--- config.mk ---
export PLATFORM = sky130hd
export DESIGN_NAME = bsg_bladerunner_mem_cfg_responder
export DESIGN_NICKNAME = d
export VERILOG_FILES = /design/src/rtl/bsg_bladerunner_mem_cfg_pkg.sv /design/src/rtl/bsg_bladerunner_mem_cfg_decode.sv /design/src/rtl/bsg_bladerunner_mem_cfg_responder.sv
export SDC_FILE = /design/constraint.sdc
export NUM_CORES = 1
export LEC_CHECK = 0
export CAP_MARGIN = 20
export CELL_PAD_IN_SITES_DETAIL_PLACEMENT = 1
export CELL_PAD_IN_SITES_GLOBAL_PLACEMENT = 1
export CORE_ASPECT_RATIO = 0.9
export CORE_MARGIN = 5
export CORE_UTILIZATION = 36
export CTS_CLUSTER_DIAMETER = 80
export CTS_CLUSTER_SIZE = 16
export DETAILED_ROUTE_END_ITERATION = 12
export PLACE_DENSITY = 0.73
export SYNTH_ARGS = -nofsm -noshare
export SYNTH_HDL_FRONTEND = slang
export SYNTH_SLANG_ARGS = --single-unit
--- constraint.sdc ---
create_clock -name clk_i -period 1.75 [get_ports clk_i]
set_input_delay 0.525 -clock clk_i [delete_from_list [all_inputs] [get_ports clk_i]]
set_output_delay 0.525 -clock clk_i [all_outputs]
set_load 0.005 [all_outputs]
--- src/rtl/bsg_bladerunner_mem_cfg_pkg.sv ---
// Memory-configuration enum, its decoded level codes and the readback index map
// shared by the config responder and the host driver model.
package bsg_bladerunner_mem_cfg_pkg;

  localparam int unsigned mem_cfg_width_lp = 8;
  localparam int unsigned level_width_lp   = 2;

  typedef enum logic [mem_cfg_width_lp-1:0] {
    e_infinite_mem                                    = 8'd0,
    e_vcache_blocking_axi4_f1_dram                    = 8'd1,
    e_vcache_blocking_axi4_f1_model                   = 8'd2,
    e_vcache_non_blocking_axi4_f1_dram                = 8'd3,
    e_vcache_non_blocking_axi4_f1_model               = 8'd4,
    e_vcache_blocking_test_dramsim3_hbm2_4gb_x128     = 8'd5,
    e_vcache_non_blocking_test_dramsim3_hbm2_4gb_x128 = 8'd6
  } bsg_bladerunner_mem_cfg_e;

  typedef enum logic [level_width_lp-1:0] {
    e_level1_infinite_mem        = 2'd0,
    e_level1_vcache_blocking     = 2'd1,
    e_level1_vcache_non_blocking = 2'd2
  } bsg_mem_cfg_level1_e;

  typedef enum logic [level_width_lp-1:0] {
    e_level2_none = 2'd0,
    e_level2_axi4 = 2'd1,
    e_level2_test = 2'd2
  } bsg_mem_cfg_level2_e;

  typedef enum logic [level_width_lp-1:0] {
    e_level3_none                   = 2'd0,
    e_level3_f1_dram                = 2'd1,
    e_level3_f1_model               = 2'd2,
    e_level3_dramsim3_hbm2_4gb_x128 = 2'd3
  } bsg_mem_cfg_level3_e;

  // Readback index map; anything above e_mem_cfg_idx_count is unmapped.
  localparam logic [31:0] e_mem_cfg_idx_cfg        = 32'd0;
  localparam logic [31:0] e_mem_cfg_idx_level1     = 32'd1;
  localparam logic [31:0] e_mem_cfg_idx_level2     = 32'd2;
  localparam logic [31:0] e_mem_cfg_idx_level3     = 32'd3;
  localparam logic [31:0] e_mem_cfg_idx_num_vcache = 32'd4;
  localparam logic [31:0] e_mem_cfg_idx_sets       = 32'd5;
  localparam logic [31:0] e_mem_cfg_idx_ways       = 32'd6;
  localparam logic [31:0] e_mem_cfg_idx_block_size = 32'd7;
  localparam logic [31:0] e_mem_cfg_idx_count      = 32'd8;

  localparam logic [31:0] mem_cfg_bad_idx_data     = 32'hDEAD_BEEF;
  localparam logic [31:0] mem_cfg_unknown_data     = 32'h0000_000F;

endpackage

--- src/rtl/bsg_bladerunner_mem_cfg_decode.sv ---
// Splits a memory-configuration enum into its LEVEL1/2/3 codes; flags values
// that are not members of the enum.
module bsg_bladerunner_mem_cfg_decode
  import bsg_bladerunner_mem_cfg_pkg::*;
(
  input  bsg_bladerunner_mem_cfg_e i_mem_cfg,
  output bsg_mem_cfg_level1_e      o_level1_c,
  output bsg_mem_cfg_level2_e      o_level2_c,
  output bsg_mem_cfg_level3_e      o_level3_c,
  output logic                     o_unknown_c
);

  always_comb begin
    o_level1_c  = e_level1_infinite_mem;
    o_level2_c  = e_level2_none;
    o_level3_c  = e_level3_none;
    o_unknown_c = 1'b0;
    case (i_mem_cfg)
      e_infinite_mem: begin
        o_level1_c = e_level1_infinite_mem;
      end
      e_vcache_blocking_axi4_f1_dram: begin
        o_level1_c = e_level1_vcache_blocking;
        o_level2_c = e_level2_axi4;
        o_level3_c = e_level3_f1_dram;
      end
      e_vcache_blocking_axi4_f1_model: begin
        o_level1_c = e_level1_vcache_blocking;
        o_level2_c = e_level2_axi4;
        o_level3_c = e_level3_f1_model;
      end
      e_vcache_non_blocking_axi4_f1_dram: begin
        o_level1_c = e_level1_vcache_non_blocking;
        o_level2_c = e_level2_axi4;
        o_level3_c = e_level3_f1_dram;
      end
      e_vcache_non_blocking_axi4_f1_model: begin
        o_level1_c = e_level1_vcache_non_blocking;
        o_level2_c = e_level2_axi4;
        o_level3_c = e_level3_f1_model;
      end
      e_vcache_blocking_test_dramsim3_hbm2_4gb_x128: begin
        o_level1_c = e_level1_vcache_blocking;
        o_level2_c = e_level2_test;
        o_level3_c = e_level3_dramsim3_hbm2_4gb_x128;
      end
      e_vcache_non_blocking_test_dramsim3_hbm2_4gb_x128: begin
        o_level1_c = e_level1_vcache_non_blocking;
        o_level2_c = e_level2_test;
        o_level3_c = e_level3_dramsim3_hbm2_4gb_x128;
      end
      default: begin
        o_unknown_c = 1'b1;
      end
    endcase
  end

endmodule

--- src/rtl/bsg_bladerunner_mem_cfg_responder.sv ---
// Host readback responder for the build-time memory configuration: indexed
// valid/ready requests, single-entry registered valid/yumi response.
module bsg_bladerunner_mem_cfg_responder
  import bsg_bladerunner_mem_cfg_pkg::*;
#(
  parameter bsg_bladerunner_mem_cfg_e mem_cfg_p    = e_vcache_blocking_axi4_f1_model,
  parameter int unsigned num_vcache_p                 = 32,
  parameter int unsigned vcache_sets_p                = 64,
  parameter int unsigned vcache_ways_p                = 8,
  parameter int unsigned vcache_block_size_in_words_p = 8,
  parameter int unsigned data_width_p                 = 32,
  parameter int unsigned addr_width_p                 = 4
) (
  input  logic                    clk_i,
  input  logic                    reset_n_i,
  input  logic                    v_i,
  input  logic [addr_width_p-1:0] addr_i,
  output logic                    ready_and_o,
  output logic                    v_o,
  output logic [data_width_p-1:0] data_o,
  output logic                    err_o,
  input  logic                    yumi_i
);

  if (data_width_p < 32) begin : g_width_check
    $error("bsg_bladerunner_mem_cfg_responder: data_width_p must be at least 32");
  end

  logic                    r_v;
  logic [data_width_p-1:0] r_data;
  logic                    r_err;
  logic [data_width_p-1:0] r_req_count;

  logic                    w_v_next;
  logic [data_width_p-1:0] w_data_next;
  logic                    w_err_next;
  logic [data_width_p-1:0] w_count_next;

  logic                    w_accept;
  logic [31:0]             w_idx;
  logic [data_width_p-1:0] w_lookup_data;
  logic                    w_lookup_err;

  bsg_mem_cfg_level1_e     w_level1;
  bsg_mem_cfg_level2_e     w_level2;
  bsg_mem_cfg_level3_e     w_level3;
  logic                    w_unknown;

  // Level decode of the build parameter; constant after elaboration.
  bsg_bladerunner_mem_cfg_decode u_decode (
    .i_mem_cfg   (mem_cfg_p),
    .o_level1_c  (w_level1),
    .o_level2_c  (w_level2),
    .o_level3_c  (w_level3),
    .o_unknown_c (w_unknown)
  );

  assign ready_and_o = ~r_v | yumi_i;
  assign w_accept    = v_i & ready_and_o;
  assign w_idx       = 32'(addr_i);

  // Index lookup; the count slot reports the value before this request's increment.
  always_comb begin
    w_lookup_data = '0;
    w_lookup_err  = 1'b0;
    case (w_idx)
      e_mem_cfg_idx_cfg:        w_lookup_data = data_width_p'(mem_cfg_p);
      e_mem_cfg_idx_level1:     w_lookup_data = w_unknown ? data_width_p'(mem_cfg_unknown_data)
                                                          : data_width_p'(w_level1);
      e_mem_cfg_idx_level2:     w_lookup_data = w_unknown ? data_width_p'(mem_cfg_unknown_data)
                                                          : data_width_p'(w_level2);
      e_mem_cfg_idx_level3:     w_lookup_data = w_unknown ? data_width_p'(mem_cfg_unknown_data)
                                                          : data_width_p'(w_level3);
      e_mem_cfg_idx_num_vcache: w_lookup_data = data_width_p'(num_vcache_p);
      e_mem_cfg_idx_sets:       w_lookup_data = data_width_p'(vcache_sets_p);
      e_mem_cfg_idx_ways:       w_lookup_data = data_width_p'(vcache_ways_p);
      e_mem_cfg_idx_block_size: w_lookup_data = data_width_p'(vcache_block_size_in_words_p);
      e_mem_cfg_idx_count:      w_lookup_data = r_req_count;
      default: begin
        w_lookup_data = data_width_p'(mem_cfg_bad_idx_data);
        w_lookup_err  = 1'b1;
      end
    endcase
  end

  // Response slot: a new accept overwrites in place, so yumi+accept has no bubble.
  always_comb begin
    w_v_next     = r_v;
    w_data_next  = r_data;
    w_err_next   = r_err;
    w_count_next = r_req_count;
    if (w_accept) begin
      w_v_next     = 1'b1;
      w_data_next  = w_lookup_data;
      w_err_next   = w_lookup_err;
      w_count_next = r_req_count + data_width_p'(1);
    end else if (yumi_i) begin
      w_v_next     = 1'b0;
    end
  end

  always_ff @(posedge clk_i) begin
    if (!reset_n_i) begin
      r_v         <= 1'b0;
      r_data      <= '0;
      r_err       <= 1'b0;
      r_req_count <= '0;
    end else begin
      r_v         <= w_v_next;
      r_data      <= w_data_next;
      r_err       <= w_err_next;
      r_req_count <= w_count_next;
    end
  end

  assign v_o    = r_v;
  assign data_o = r_data;
  assign err_o  = r_err;

  always @(posedge clk_i) begin
    if (reset_n_i) begin
      assert (!yumi_i || r_v) else $error("yumi_i asserted while v_o is low");
    end
  end

endmodule

==> results.txt <==
----------------------------------------------------
[Run]
  Max-cap violations ... 0

[Clock network]
  Max Root-Sink Buffers ... 2
  TritonCTS sink count ... 66
  Clock Tree Root ... clkbuf_8
  Maximum level of the CTS H-tree ... 3
  Clock transition time at the flip-flop clock pins of the worst setup and hold paths ... 0.08 ns
  CTS tree ... done
  Worst-Skew Late Latency ... 0.35 ns
  Number of buffers created by CTS ... 9

[Finish]
  Most common cell after layout, fill and taps aside ... dfxtp_1
  Most frequent cells in the layout ... dfxtp_1 (57), buf_4 (51), a21oi_1 (48)
  Layout net count ... 430
  Number of antenna diodes ... 0
  Final standard cell utilization of the core ... 0.538
  Number of filler instances in the final layout ... 906
  Ratio of cells with drive above 1 in the final layout ... 0.245
  Footprint of the flip-flops and latches ... 1340 um^2
  Multi-input gate area in the final layout ... 1460 um^2
  Post-layout instance count excluding filler cells ... 521
  Layout-stage area growth over the synthesis result ... 44.5%

[Timing]
  Max Clock Freq ... 582 MHz
  Actual slew at the worst max-slew pin ... 0.377 ns
  Count of final hold-check violations ... 0
  Clock period minus worst slack ... 1.72 ns
  Post-route worst hold slack ... 0.451 ns
  Tightest slew margin relative to the limit ... 0.746
  Clock tree skew after final layout ... 0.00955 ns
  Final Worst Setup Slack ... 0.0318 ns
  Setup repair after global routing missed its margin ... yes
  Count of endpoints failing setup in the final report ... 0
  Count of final max-slew check failures ... 0
  Share of the clock period used by the worst path after layout ... 0.982

[Place]
  Gp weighted congestion ... 0.818
  Post-Place Worst Slack ... -0.744 ns
  Port Buffers ... 42
  Final HPWL from detailed placement ... 5.91 mm
  Cells after DPL ... 498

[Logic synthesis]
  Top cell type's share of synthesized area ... 0.469
  Synth warnings ... 0
  Dominant cells by area after synthesis ... dfxtp_1 (47%), a21oi_1 (9.1%), nand2_1 (6.3%)
  Cell type with the highest aggregate area in the netlist ... dfxtp_1
  Number of synthesized flops with an enable pin ... 0
  Count of state elements after synthesis ... 66
  Cell area after synthesis ... 2820 um^2
  Fraction of synthesis flops using an asynchronous set or reset pin ... 0
  Proportion of synthesized chip area in sequential cells ... 0.469
  Mean instance size in the synthesized netlist ... 8.37 um^2
  Total nets after synthesis ... 346
  Cell variety after synth ... 36
  Synthesized instance count ... 337
  Most used flip-flop cell after synthesis ... dfxtp_1

[Worst setup path]
  Flop2flop setup slack ... 0.04 ns
  Max Fanout on Critical Path ... 5
  Kind of end point of the critical path ... flip-flop
  Critical Setup Path Class ... primary input to flip-flop
  Source of the worst register-to-register timing path ... r_req_count[1]$_SDFFE_PN0P_
  R2r worst-path depth ... 6
  Worst reg2reg path endpoint ... r_req_count[30]$_SDFFE_PN0P_
  Nature of the critical path startpoint ... primary input
  Arr. time, crit path ... 2.00 ns
  Data required time at the worst endpoint ... 2.03 ns

[Floorplanning]
  Area of the die ... 9710 um^2
  Starting density of the core ... 0.372
  Height of the chip ... 94.0 um
  Core region area ... 7580 um^2
  Std-Cell Rows ... 30
  Chip Width ... 103 um
  I/O pin total ... 43

[Global routing]
  Residual overflow from global routing ... 0
  Initial antenna violation count ... 0
  GRT Resource Usage Total ... 0.188
  Largest net degree at the start of global routing ... 46
  First-pass GRT wire length ... 14.2 mm
  Vias in the first global route ... 2904

[Drt]
  Routed wirelength normalized by instance count ... 16.6 um
  Vias per cell ... 5.32
  Drt first pass iters ... 4
  Remaining antenna violation count ... 0
  DRC violation total after the first TritonRoute iteration ... 85
  Number of design rule violations left after detail routing ... 0
  WL final ... 8.66 mm
  Vias after detailed routing ... 2772

[Min path]
  Cell depth of the worst hold path ... 2
  Worst min path class ... flip-flop to flip-flop
  Hold Startpoint ... data_o[29]$_SDFFE_PN0P_
  End of the worst hold path ... data_o[29]$_SDFFE_PN0P_

[Pwr]
  Overall Power ... 0.00332 W
  Power density over the cells ... 815 nW/um^2
  IR drop worst, VDD ... 0.000349 V
  Static leakage ... 1.72 nW

[Run status]
  Outcome ... complete, no violations

----------------------------------------------------
==> worst max-delay path, stage by stage <==
cell	delay, ns
dlygate4sd2_1	0.25
nor2b_4	0.05
buf_4	0.15
nor3_4	0.22
nand3_2	0.15
or4_4	0.51
a21oi_2	0.14
==> sequential cells by signal (all words and copies together), names as in the netlist <==
| name | flops |
|---|---|
| data_o | 32 |
| r_req_count | 32 |
| err_o | 1 |
| v_o | 1 |
==> worst max-delay path by stage <==
stage                                     start                           end  cells after the start
detailed placement                       yumi_i                   ready_and_o                      4
floorplan                                yumi_i  r_req_count[30]$_SDFFE_PN0P_                      5
global placement                         yumi_i                   ready_and_o                      4
global route        r_req_count[1]$_SDFFE_PN0P_  r_req_count[27]$_SDFFE_PN0P_                      7
CTS                          err_o$_SDFFE_PN0P_                         err_o                      1
finish                                   yumi_i  r_req_count[31]$_SDFFE_PN0P_                      7
==> layout make-up <==
class	count	share of cell area
timing repair buffer	97	0.225
tap	96	0.0295
clock buffer	9	0.0304
multi-input combinational	240	0.359
sequential	66	0.328
clock inverter	6	0.0224
inverter	7	0.00645
==> cells by family (layout without fill, tap and decap cells) <==
| logic type | Yosys count | after routing | share of synthesized area |
|---|---|---|---|
| buffers and inverters | 31 | 119 | 0.0461 |
| and+or+nand+nor | 130 | 130 | 0.238 |
| DFF | 66 | 66 | 0.469 |
| adders and majority gates | 1 | 1 | 0.00444 |
| xor gates and xnor gates | 17 | 17 | 0.0528 |
| AOI/OAI and AO/OA | 92 | 92 | 0.190 |
==> stage by stage <==
| step | cell area, um^2 | TNS, ns |
|---|---|---|
| 3_5_place_dp | 3670 | -29.05 |
| 3_3_place_gp | 3670 | -22.97 |
| 2_1_floorplan | 2840 | -0.0330 |
| 4_1_cts | 3960 | 0 |
| 5_1_grt | 4080 | -0.0879 |
| 6_report | 4080 | 0 |
==> report_power, final <==
| group | switching [W] | internal, W |
|---|---|---|
| clock network | 0.000635 | 0.000799 |
| registers | 0.0000209 | 0.00154 |
| logic | 0.000167 | 0.000157 |
==> Yosys cell counts, types with 4 or more instances <==
library cell  instances
nor2_1               21
clkbuf_1             19
or4_1                 4
nand2_1              47
inv_1                 6
o211ai_1             20
xor2_1               14
or3_1                11
nand3_1              18
a21oi_1              51
o31ai_1               5
o21ai_0              12
nand4_1              11
dfxtp_1              66
==> metal layers <==
layer	GRT usage	vias to the layer above	wire, um
met3	0.0304	9	328
met1	0.236	1342	3850
met5	0	-	0
met4	0.0777	0	102
li1	-	1366	-
met2	0.318	55	4380
==> what timing repair did <==
item | in CTS | in global routing
endpoints found under the setup margin | 52 | 36
setup buffers | 4 | 4
hold buffers | 0 | 0
gates resized for setup | 16 | 32
pin swaps | 6 | 2
Power figures use the tool's default switching activity.
